--- config.mk ---
export PLATFORM = sky130hd
export DESIGN_NAME = min_tree_pipe
export DESIGN_NICKNAME = d
export VERILOG_FILES = /design/src/rtl/min_tree_pkg.sv /design/src/rtl/min_tree_pipe_min2_node.sv /design/src/rtl/min_tree_pipe.sv
export SDC_FILE = /design/constraint.sdc
export NUM_CORES = 1
export LEC_CHECK = 0
export ABC_CLOCK_PERIOD_IN_PS = 3200
export BUFFER_PORTS_ARGS = -buffer_cell sky130_fd_sc_hd__buf_2
export CORE_ASPECT_RATIO = 1.2
export CORE_MARGIN = 2
export CORE_UTILIZATION = 60
export CTS_CLUSTER_SIZE = 40
export DETAILED_ROUTE_END_ITERATION = 7
export HOLD_SLACK_MARGIN = 0.03
export PLACE_DENSITY = 0.83
export SLEW_MARGIN = 20
export SYNTH_ARGS = -nofsm -noshare
export SYNTH_HDL_FRONTEND = slang
export SYNTH_SLANG_ARGS = --single-unit
--- constraint.sdc ---
create_clock -name clk -period 3.2 [get_ports clk]
set_input_delay 0.48 -clock clk [delete_from_list [all_inputs] [get_ports clk]]
set_output_delay 0.48 -clock clk [all_outputs]
set_load 0.03 [all_outputs]
--- src/rtl/min_tree_pkg.sv ---
// Shared constants and elaboration-time helpers for the min/max reduction tree.
// Used by min2_node and min_tree_pipe.
package min_tree_pkg;

  typedef enum logic {
    MODE_MIN = 1'b0,
    MODE_MAX = 1'b1
  } mode_e;

  // Number of compare levels needed to reduce n elements down to one.
  function automatic int clog2_f(input int n);
    int r;
    int v;
    r = 0;
    v = 1;
    while (v < n) begin
      v = v * 2;
      r++;
    end
    return r;
  endfunction

  function automatic int half_up(input int n);
    return (n + 1) / 2;
  endfunction

  // Element count entering level lvl; level 0 holds the raw input vector.
  function automatic int width_at(input int n, input int lvl);
    int w;
    w = n;
    for (int i = 0; i < lvl; i++) w = half_up(w);
    return w;
  endfunction

endpackage

--- src/rtl/min_tree_pipe_min2_node.sv ---
// Combinational two-input min/max select. On equal values the lower index wins,
// whichever mode is selected.
module min2_node
  import min_tree_pkg::*;
#(
  parameter int W  = 7,
  parameter int IW = 5
) (
  input  logic signed [W-1:0]  a_val,
  input  logic        [IW-1:0] a_idx,
  input  logic signed [W-1:0]  b_val,
  input  logic        [IW-1:0] b_idx,
  input  mode_e                mode,
  output logic signed [W-1:0]  y_val,
  output logic        [IW-1:0] y_idx
);

  logic b_better;
  logic b_tie_win;
  logic sel_b;

  always_comb begin
    b_better  = (mode == MODE_MAX) ? (b_val > a_val) : (b_val < a_val);
    // With index tracking disabled both indices are 0, so a (the lower pair slot) wins ties.
    b_tie_win = (b_val == a_val) && (b_idx < a_idx);
    sel_b     = b_better || b_tie_win;
    y_val     = sel_b ? b_val : a_val;
    y_idx     = sel_b ? b_idx : a_idx;
  end

endmodule

--- src/rtl/min_tree_pipe.sv ---
// Pipelined signed min/max reduction tree: one compare level plus register stage per level.
// Define MIN_TREE_ARGMIN_EN to carry element indices through the tree and drive out_idx.
module min_tree_pipe
  import min_tree_pkg::*;
#(
  parameter int N  = 18,
  parameter int W  = 7,
  parameter int IW = $clog2(N)
) (
  input  logic                clk,
  input  logic                rst_n,
  input  logic [N*W-1:0]      in_vec,
  input  logic                in_valid,
  output logic                in_ready,
  input  logic                mode_max,
  output logic signed [W-1:0] out_val,
  output logic [IW-1:0]       out_idx,
  output logic                out_valid,
  input  logic                out_ready
);

  localparam int D = clog2_f(N);

  logic stall;
  logic adv;

  assign stall    = out_valid && !out_ready;
  assign adv      = !stall;
  assign in_ready = adv;

  genvar l, k;
  generate
    for (l = 0; l < D; l++) begin : g_lvl
      localparam int NI = width_at(N, l);
      localparam int NO = width_at(N, l + 1);

      logic signed [W-1:0] a_val [NI];
      logic signed [W-1:0] c_val [NO];
      logic signed [W-1:0] q_val [NO];
      mode_e               a_mode;
      mode_e               q_mode;
      logic                a_vld;
      logic                q_vld;
`ifdef MIN_TREE_ARGMIN_EN
      logic [IW-1:0]       a_idx [NI];
      logic [IW-1:0]       c_idx [NO];
      logic [IW-1:0]       q_idx [NO];
`endif

      if (l == 0) begin : g_src
        for (k = 0; k < NI; k++) begin : g_e
          assign a_val[k] = in_vec[k*W +: W];
`ifdef MIN_TREE_ARGMIN_EN
          assign a_idx[k] = IW'(k);
`endif
        end
        assign a_mode = mode_e'(mode_max);
        assign a_vld  = in_valid;
      end else begin : g_src
        assign a_val  = g_lvl[l-1].q_val;
`ifdef MIN_TREE_ARGMIN_EN
        assign a_idx  = g_lvl[l-1].q_idx;
`endif
        assign a_mode = g_lvl[l-1].q_mode;
        assign a_vld  = g_lvl[l-1].q_vld;
      end

      for (k = 0; k < NO; k++) begin : g_node
        if (2*k + 1 < NI) begin : g_cmp
`ifdef MIN_TREE_ARGMIN_EN
          min2_node #(.W(W), .IW(IW)) u_node (
            .a_val (a_val[2*k]),
            .a_idx (a_idx[2*k]),
            .b_val (a_val[2*k+1]),
            .b_idx (a_idx[2*k+1]),
            .mode  (a_mode),
            .y_val (c_val[k]),
            .y_idx (c_idx[k])
          );
`else
          logic [IW-1:0] idx_unused;
          min2_node #(.W(W), .IW(IW)) u_node (
            .a_val (a_val[2*k]),
            .a_idx ('0),
            .b_val (a_val[2*k+1]),
            .b_idx ('0),
            .mode  (a_mode),
            .y_val (c_val[k]),
            .y_idx (idx_unused)
          );
`endif
        end else begin : g_pass
          // Odd leftover skips the compare but still takes this level's register.
          assign c_val[k] = a_val[2*k];
`ifdef MIN_TREE_ARGMIN_EN
          assign c_idx[k] = a_idx[2*k];
`endif
        end
      end

      always_ff @(posedge clk or negedge rst_n) begin
        if (!rst_n) begin
          q_vld  <= 1'b0;
          q_mode <= MODE_MIN;
          for (int i = 0; i < NO; i++) begin
            q_val[i] <= '0;
`ifdef MIN_TREE_ARGMIN_EN
            q_idx[i] <= '0;
`endif
          end
        end else if (adv) begin
          q_vld  <= a_vld;
          q_mode <= a_mode;
          q_val  <= c_val;
`ifdef MIN_TREE_ARGMIN_EN
          q_idx  <= c_idx;
`endif
        end
      end
    end
  endgenerate

  assign out_valid = g_lvl[D-1].q_vld;
  assign out_val   = g_lvl[D-1].q_val[0];
`ifdef MIN_TREE_ARGMIN_EN
  assign out_idx   = g_lvl[D-1].q_idx[0];
`else
  assign out_idx   = '0;
`endif

endmodule

==> metrics.csv, run 1 <==
stage,metric,value,unit
die,Die ar.,0.0176,mm2
timing,setup repair after global routing missed its margin,no,
die,Die Y-Extent,145,um
global_routing,pin count of the biggest net entering global routing,110,
layout,number of antenna diodes,0,
layout,area used by multi-input combinational logic,0.00548,mm2
critical_path,startpoint class of the critical path,flop,
global_routing,met1 global-route usage,0.280,
route,vias post-DR,8058,
pwr,power density of the placed cells,866,mW/mm2
die,Row Count,51,
global_routing,global routing usage on met2,0.453,
cts,CTS tree,built,
critical_path,Register-to-Register Path Depth,7,
route,drt total wl,20700,um
route,initial DRC count,308,
yosys,Syn Std Cell Area,0.00993,mm2
critical_path,Worst path slowest cell,buf_4,
yosys,number of instances in the synthesized netlist,1111,
critical_path,data arrival at the endpoint of the critical path,1990,ps
yosys,top flip-flop cell by instance count after synthesis,dfrtp_1,
layout,total of fill cells in the finished design,1277,
job,count of maximum capacitance violations,0,
cts,later-pin clock latency in the skew report,420,ps
yosys,async set-or-reset flop fraction in the synthesized netlist,1.00,
critical_path,kind of critical path,reg -> out,
layout,utilization of the core after routing,0.699,
global_routing,overall fraction of global-route tracks in use,0.247,
route,WL/cell,14.2,um
yosys,sequential cell area fraction in the yosys report,0.376,
cts,maximum level of the CTS H-tree,4,
die,area of the placeable core,0.0162,mm2
layout,area of all placed cells without fillers,0.0113,mm2
die,die width,121,um
layout,area taken by flip-flops and latches,0.00373,mm2
placed_design,cell area after placement,0.0108,mm2
cts,buffer type at the clock tree root,clkbuf_16,
yosys,unique cell type count in the Yosys netlist,37,
placed_design,post-DP HPWL,15400,um
critical_path,Worst setup EP type,output port,
cts,buffer count from post-CTS setup fixing,0,
global_routing,"Most Used Layer, Global Route",met2,
route,post-DR vias/cell,5.55,
timing,final cycle utilization of the critical path,0.773,
yosys,"EDFF count, synth",0,
timing,number of max-slew violations in the final report,0,
timing,min Tclk post-route,2470,ps
timing,fmax,404,MHz
worst_hold_path,Tightest Hold Check Type,in -> async,
critical_path,critical path peak fanout,57,
timing,Total Neg Setup Slack,0,ps
critical_path,ordered list of cells on the worst path,nor2b_4 > inv_6 > buf_4 > buf_2,
timing,Slew HR,0.367,
critical_path,reg2reg start,g_lvl[1].q_val[32],
global_routing,grt met3 use,0.0413,
timing,Tightest Pin Transition,950,ps
die,initial standard-cell utilization of the core,0.612,
layout,final net count,1479,
cts,number of buffers created by CTS,17,
yosys,mean area per synthesized cell,8.94,um2
yosys,#FFs+latches synth,149,
critical_path,Worst path max stage delay,520,ps
global_routing,Overflow after GRT,0,
timing,worst clock skew,7.35,ps
cts,clk sink count,149,
status,outcome,finished clean,
cts,clock slew seen by the registers of the worst setup and hold paths,60,ps
critical_path,minimum setup slack among reg-to-reg paths,840,ps
global_routing,number of global-route vias before repair,8122,
route,DRT Pass-1 Iters,5,
timing,setup violation total in the final timing report,0,
cts,hold buffer count at cts,0,
yosys,number of synthesis warnings,0,
global_routing,number of antenna violations at the first check in global routing,0,
critical_path,worst reg2reg path endpoint,g_lvl[2].q_val[20],
route,Residual DRC,0,
global_routing,wire length of the first global-routing pass,35700,um
timing,final hold viol count,0,
critical_path,Worst Path Required,2720,ps
route,antenna-violating nets left,0,
die,count of pins on the block boundary,145,
placed_design,number of buffers added on ports,139,
pwr,static leakage,0.00598,uW
layout,layout cells sized above 1,0.183,
placed_design,gpl congestion,0.881,
cts,PostCTS Resize Cnt,0,
cts,maximum buffer depth of the clock tree,2,
layout,post-synthesis to final-layout area growth,14.2,%
pwr,Worst IR Drop VDD,0.000567,V
-- per-layer routing --
layer,routed length [um],share of wire
met5,0,0
met4,488,0.024
met2,11300,0.55
met3,814,0.039
met1,8030,0.39
-- cells in the mapped netlist (2+ instances only) --
library cell,count,area share
o21ai_0,53,0.027
nand2b_1,4,0.0025
nor3b_1,3,0.0023
a21o_1,18,0.014
nand4_1,17,0.011
a21oi_1,109,0.055
inv_1,140,0.053
o32a_1,6,0.0061
a221oi_1,6,0.0053
clkbuf_1,30,0.011
nand3_1,17,0.0086
nand2_1,140,0.053
nor2_1,92,0.035
buf_2,11,0.0055
buf_1,4,0.0015
mux2i_1,84,0.085
nor2b_1,13,0.0082
ha_1,119,0.15
and3_1,2,0.0013
o22ai_1,8,0.0050
mux2i_2,4,0.0055
o211ai_1,6,0.0045
a31oi_1,3,0.0019
o22a_1,2,0.0018
nand3b_1,11,0.0083
a211oi_1,2,0.0015
dfrtp_1,149,0.38
o221ai_1,3,0.0026
mux2_2,43,0.049
buf_4,5,0.0038
-- logic make-up after synthesis --
family / Yosys count / share of synthesized area
AND/OR/NAND/NOR: 299 / 0.130
AO/OA/AOI/OAI: 221 / 0.129
buffers and inverters: 190 / 0.0751
flip-flops: 149 / 0.376
multiplexers: 132 / 0.141
adder cells (fa/ha/maj): 119 / 0.150
other: 1 / 0.000378
-- cells in the final DEF (no fill, tap or decap), types with 6 or more instances in the layout --
cell type  instances
a21o_1            18
a21oi_1          109
a221oi_1           6
buf_2            138
clkbuf_16         17
dfrtp_1          149
ha_1             119
inv_1            139
mux2_2            43
mux2i_1           84
nand2_1          140
nand3_1           17
nand3b_1          11
nand4_1           17
nor2_1            92
nor2b_1           12
o211ai_1           6
o21ai_0           53
o22ai_1            8
o32a_1             6
-- area by class of cell --
class / count / area share
Clock inverter: 9 / 0.00905
Tap cell: 212 / 0.0234
Timing Repair Buffer: 145 / 0.0670
Multi-Input combinational cell: 776 / 0.483
Inverter: 140 / 0.0468
Sequential cell: 149 / 0.329
Clock buffer: 22 / 0.0418
-- critical path: cells and delay by family (launching register included) --
| kind | cells | cell delay [ps] |
|---|---|---|
| buffers and inverters | 3 | 1070 |
| flip-flops | 1 | 370 |
| AND/OR/NAND/NOR | 1 | 140 |
-- how the worst max path moves through the flow --
stage / start / end
detailed placement: in_vec[18] / g_lvl[0].q_val[54]
global placement: in_vec[34] / g_lvl[0].q_val[42]
finish: out_valid / in_ready
global route: out_valid / in_ready
CTS: out_valid / in_ready
floorplan: in_vec[100] / g_lvl[0].q_val[10]
-- state kept, by name, indices dropped and copies added, names as in the netlist --
name,cells
g_lvl.q_mode,4
g_lvl.q_val,133
g_lvl.q_vld,4
out_valid,1
out_val,7
-- power by group --
group          switching, uW  internal [uW]
clock network            755           1200
registers                639           2730
logic                   2410           2070
total                   3810           6010
-- stage by stage --
| stage | cells | power (uW) | hold slack, ps | setup WS (ps) |
|---|---|---|---|---|
| 3_5_place_dp | 1422 | 7850 | 454 | 717 |
| 5_1_grt | 1453 | 10600 | 167 | 578 |
| 4_1_cts | 1453 | 9860 | 139 | 691 |
| 2_1_floorplan | 1115 | 6770 | 184 | 1050 |
| 6_report | 1453 | 9810 | 105 | 727 |
| 3_3_place_gp | 1422 | 7630 | 451 | 822 |
Note: power is estimated with default switching activity, not from simulation.
==> run 2, diff against run 1 <==
- ABC_AREA: default -> 1
- ABC_CLOCK_PERIOD_IN_PS: 3200 -> 2100
- CORE_UTILIZATION: 60 -> 54
- PLACE_DENSITY: 0.83 -> 0.78
- clock period: 3.2 -> 2.1 ns (I/O delays scaled with it)
==> run 2 against run 1 <==
Flip-flop and latch count unchanged. Combinational power rose by 130%. Core utilization fell by 7.4 points. Clock-buffer cell count decreased by 4. Clock power up 68%. First-iteration DRC count up 84%. Global-route usage shrank 0.44 points. Critical path depth up 6. Design area rose by 19%. Critical endpoint is now g_lvl[1].q_val[34]. Largest cell class unchanged.
==> metrics.csv, run 2 <==
stage,metric,value,unit
pwr,share of total power in combinational logic,0.554,
yosys,synth cell count leaders,"nand2_1 (486), nand3_1 (403), inv_1 (331), dfrtp_1 (149), ha_1 (119)",
global_routing,number of antenna violations at the first check in global routing,7,
yosys,dominant cell type by area after synthesis,dfrtp_1,
cts,clk sink count,149,
timing,min Tclk post-route,1880,ps
global_routing,pin count of the biggest net entering global routing,145,
pwr,total power consumption of the routed design,19000,uW
layout,"commonest non-fill, non-tap cell in the layout",nand2_1,
timing,post-route worst setup slack,219,ps
critical_path,reg2reg start,g_lvl[0].q_val[55],
route,drt total wl,27300,um
timing,number of max-slew violations in the final report,0,
timing,final hold viol count,0,
critical_path,kind of critical path,reg -> reg,
critical_path,Register-to-Register Path Depth,10,
die,Row Count,59,
cts,maximum level of the CTS H-tree,4,
die,count of pins on the block boundary,145,
yosys,fraction of synthesized cell area taken by the top area cell type,0.317,
timing,Tightest Pin Transition,582,ps
yosys,number of synthesis warnings,0,
route,antenna-violating nets left,0,
cts,maximum buffer depth of the clock tree,2,
die,area of the placeable core,0.0216,mm2
pwr,power dissipated by switching net loads,8950,uW
route,WL/cell,12.8,um
global_routing,number of global-route vias before repair,11000,
layout,max reg flops,133,
critical_path,critical path peak fanout,7,
die,Die Y-Extent,166,um
timing,final cycle utilization of the critical path,0.896,
yosys,sequential cell area fraction in the yosys report,0.317,
critical_path,worst reg2reg path endpoint,g_lvl[1].q_val[34],
yosys,cell types occupying the most area after synthesis,"dfrtp_1 (32%), nand3_1 (17%), nand2_1 (16%)",
global_routing,Overflow after GRT,0,
route,post-DR vias/cell,5.29,
critical_path,minimum setup slack among reg-to-reg paths,220,ps
placed_design,DP Worst Slack,176,ps
route,Residual DRC,0,
placed_design,post-DP HPWL,21000,um
placed_design,number of buffers added on ports,139,
pwr,power density of the placed cells,1410,mW/mm2
route,initial DRC count,566,
timing,setup violation total in the final timing report,0,
timing,fmax,532,MHz
yosys,mean area per synthesized cell,6.94,um2
placed_design,gpl congestion,0.888,
layout,layout cells sized above 1,0.151,
worst_hold_path,worst min-delay path endpoint,g_lvl[0].q_vld,
timing,Total Neg Setup Slack,0,ps
worst_hold_path,Tightest Hold Check Type,in -> reg,
layout,area used by multi-input combinational logic,0.00660,mm2
worst_hold_path,Min-Delay Path Depth,3,
timing,setup repair after global routing missed its margin,no,
cts,number of buffers created by CTS,17,
pwr,internal power consumption,10100,uW
layout,register with the highest flop count,g_lvl.q_val,
cts,clock slew seen by the registers of the worst setup and hold paths,60,ps
yosys,Syn Std Cell Area,0.0118,mm2
pwr,Worst IR Drop VDD,0.00164,V
worst_hold_path,beginning of the worst hold path,in_valid,
critical_path,data arrival at the endpoint of the critical path,2200,ps
yosys,"count leader, synth",nand2_1,
layout,total of fill cells in the finished design,1924,
job,count of maximum capacitance violations,0,
route,DRT Pass-1 Iters,6,
pwr,Switching Fraction,0.471,
layout,final net count,2083,
die,die width,139,um
yosys,#FFs+latches synth,149,
yosys,async set-or-reset flop fraction in the synthesized netlist,1.00,
cts,PostCTS Resize Cnt,0,
die,initial standard-cell utilization of the core,0.546,
yosys,top flip-flop cell by instance count after synthesis,dfrtp_1,
route,vias post-DR,11300,
cts,buffer count from post-CTS setup fixing,0,
critical_path,startpoint class of the critical path,flop,
global_routing,wire length of the first global-routing pass,47600,um
cts,buffer type at the clock tree root,clkbuf_16,
cts,later-pin clock latency in the skew report,430,ps
status,outcome,finished clean,
cts,CTS tree,built,
die,Die ar.,0.0230,mm2
yosys,number of instances in the synthesized netlist,1695,
global_routing,overall fraction of global-route tracks in use,0.243,
layout,post-synthesis to final-layout area growth,14.5,%
pwr,sequential share of power,0.273,
critical_path,Worst setup EP type,flop,
pwr,clock network fraction of design power,0.173,
timing,worst clock skew,6.79,ps
layout,"commonest cells after routing, fill and taps aside","nand2_1 (486), nand3_1 (403), inv_1 (331), dfrtp_1 (149), buf_2 (138)",
critical_path,Worst Path Required,2420,ps
timing,Slew HR,0.612,
pwr,static leakage,0.00801,uW
layout,area taken by flip-flops and latches,0.00373,mm2
yosys,"EDFF count, synth",0,
yosys,unique cell type count in the Yosys netlist,24,
[run 2: cell count changes after synthesis, sizes merged, moves of 8 or more]
| cell | previous run | this run |
|---|---|---|
| nor2b | 13 | 0 |
| a21oi | 110 | 35 |
| a21o | 18 | 0 |
| nand2 | 140 | 489 |
| nand3 | 17 | 450 |
| o21ai | 53 | 24 |
| mux2i | 88 | 0 |
| clkbuf | 30 | 17 |
| nor2 | 92 | 18 |
| inv | 140 | 336 |
| o22ai | 8 | 0 |
| mux2 | 44 | 0 |
[run 2: routing by layer]
| layer | global-route usage | vias to the layer above | wire length, um |
|---|---|---|---|
| met5 | 0 | - | 7 |
| met1 | 0.289 | 5196 | 11600 |
| met3 | 0.0483 | 59 | 1260 |
| met4 | 0.0966 | 2 | 745 |
| li1 | - | 5732 | - |
| met2 | 0.431 | 268 | 13600 |
[run 2: through the flow]
step                hold WS (ps)  area, um2  utilization  std cells
floorplan                   19.4      11800            -       1699
global placement             296      12800        0.594       2087
detailed placement           303      12800        0.594       2087
CTS                         75.2      13500        0.624       2120
global route                82.4      13500        0.625       2125
finish                      85.3      13500        0.625       2127
[run 2: worst max-delay path, cell delays in order, from the launching register on]
cell	delay, ps
dfrtp_1	410
ha_1	370
nand2_1	90
nor2_1	170
nand2_1	110
nand2_1	90
nand2_1	100
nand3_2	160
nand3_1	100
nand3_1	90
nand2_1	60
[run 2: how the worst max path moves through the flow]
stage	from	endpoint	slack [ps]	depth (start not counted)
final	g_lvl[0].q_val[55]	g_lvl[1].q_val[34]	220	10
after global placement	in_vec[118]	g_lvl[0].q_val[2]	260	12
after detailed placement	in_vec[118]	g_lvl[0].q_val[2]	180	12
after CTS	g_lvl[0].q_val[55]	g_lvl[1].q_val[30]	220	10
after global routing	g_lvl[1].q_val[20]	g_lvl[2].q_val[7]	20	11
after floorplan	in_vec[76]	g_lvl[0].q_val[21]	470	12
[run 2: cells by family (layout without fill, tap and decap cells)]
family / Yosys count / count (layout) / share of synthesized area
and+or+nand+nor: 991 / 991 / 0.402
buffers and inverters: 376 / 523 / 0.124
DFF: 149 / 149 / 0.317
adders and majority gates: 119 / 119 / 0.127
AOI/OAI and AO/OA: 59 / 59 / 0.0305
other: 1 / 12 / 0.000319
[run 2: cell type report]
cell class / count / share of cell area
antenna: 7 / 0.00130
timing repair buffer: 155 / 0.0658
sequential: 149 / 0.277
tap: 274 / 0.0254
inverter: 336 / 0.0938
clock buffer: 18 / 0.0326
multi-input combinational: 1174 / 0.490
clock inverter: 14 / 0.0148
[run 2: power by group through the flow]
stage | Combinational [uW] | Clock, uW | Sequential, uW
floorplan | 8160 | 0 | 5060
global placement | 10100 | 0 | 5160
detailed placement | 10400 | 0 | 5220
CTS | 10600 | 3340 | 5190
global route | 12200 | 3450 | 5350
finish | 10500 | 3280 | 5190
[run 2: repair_timing]
action,in CTS,in global routing
hold endpoints to repair,48,0
endpoints found under the setup margin,0,0
hold buffers,1,0
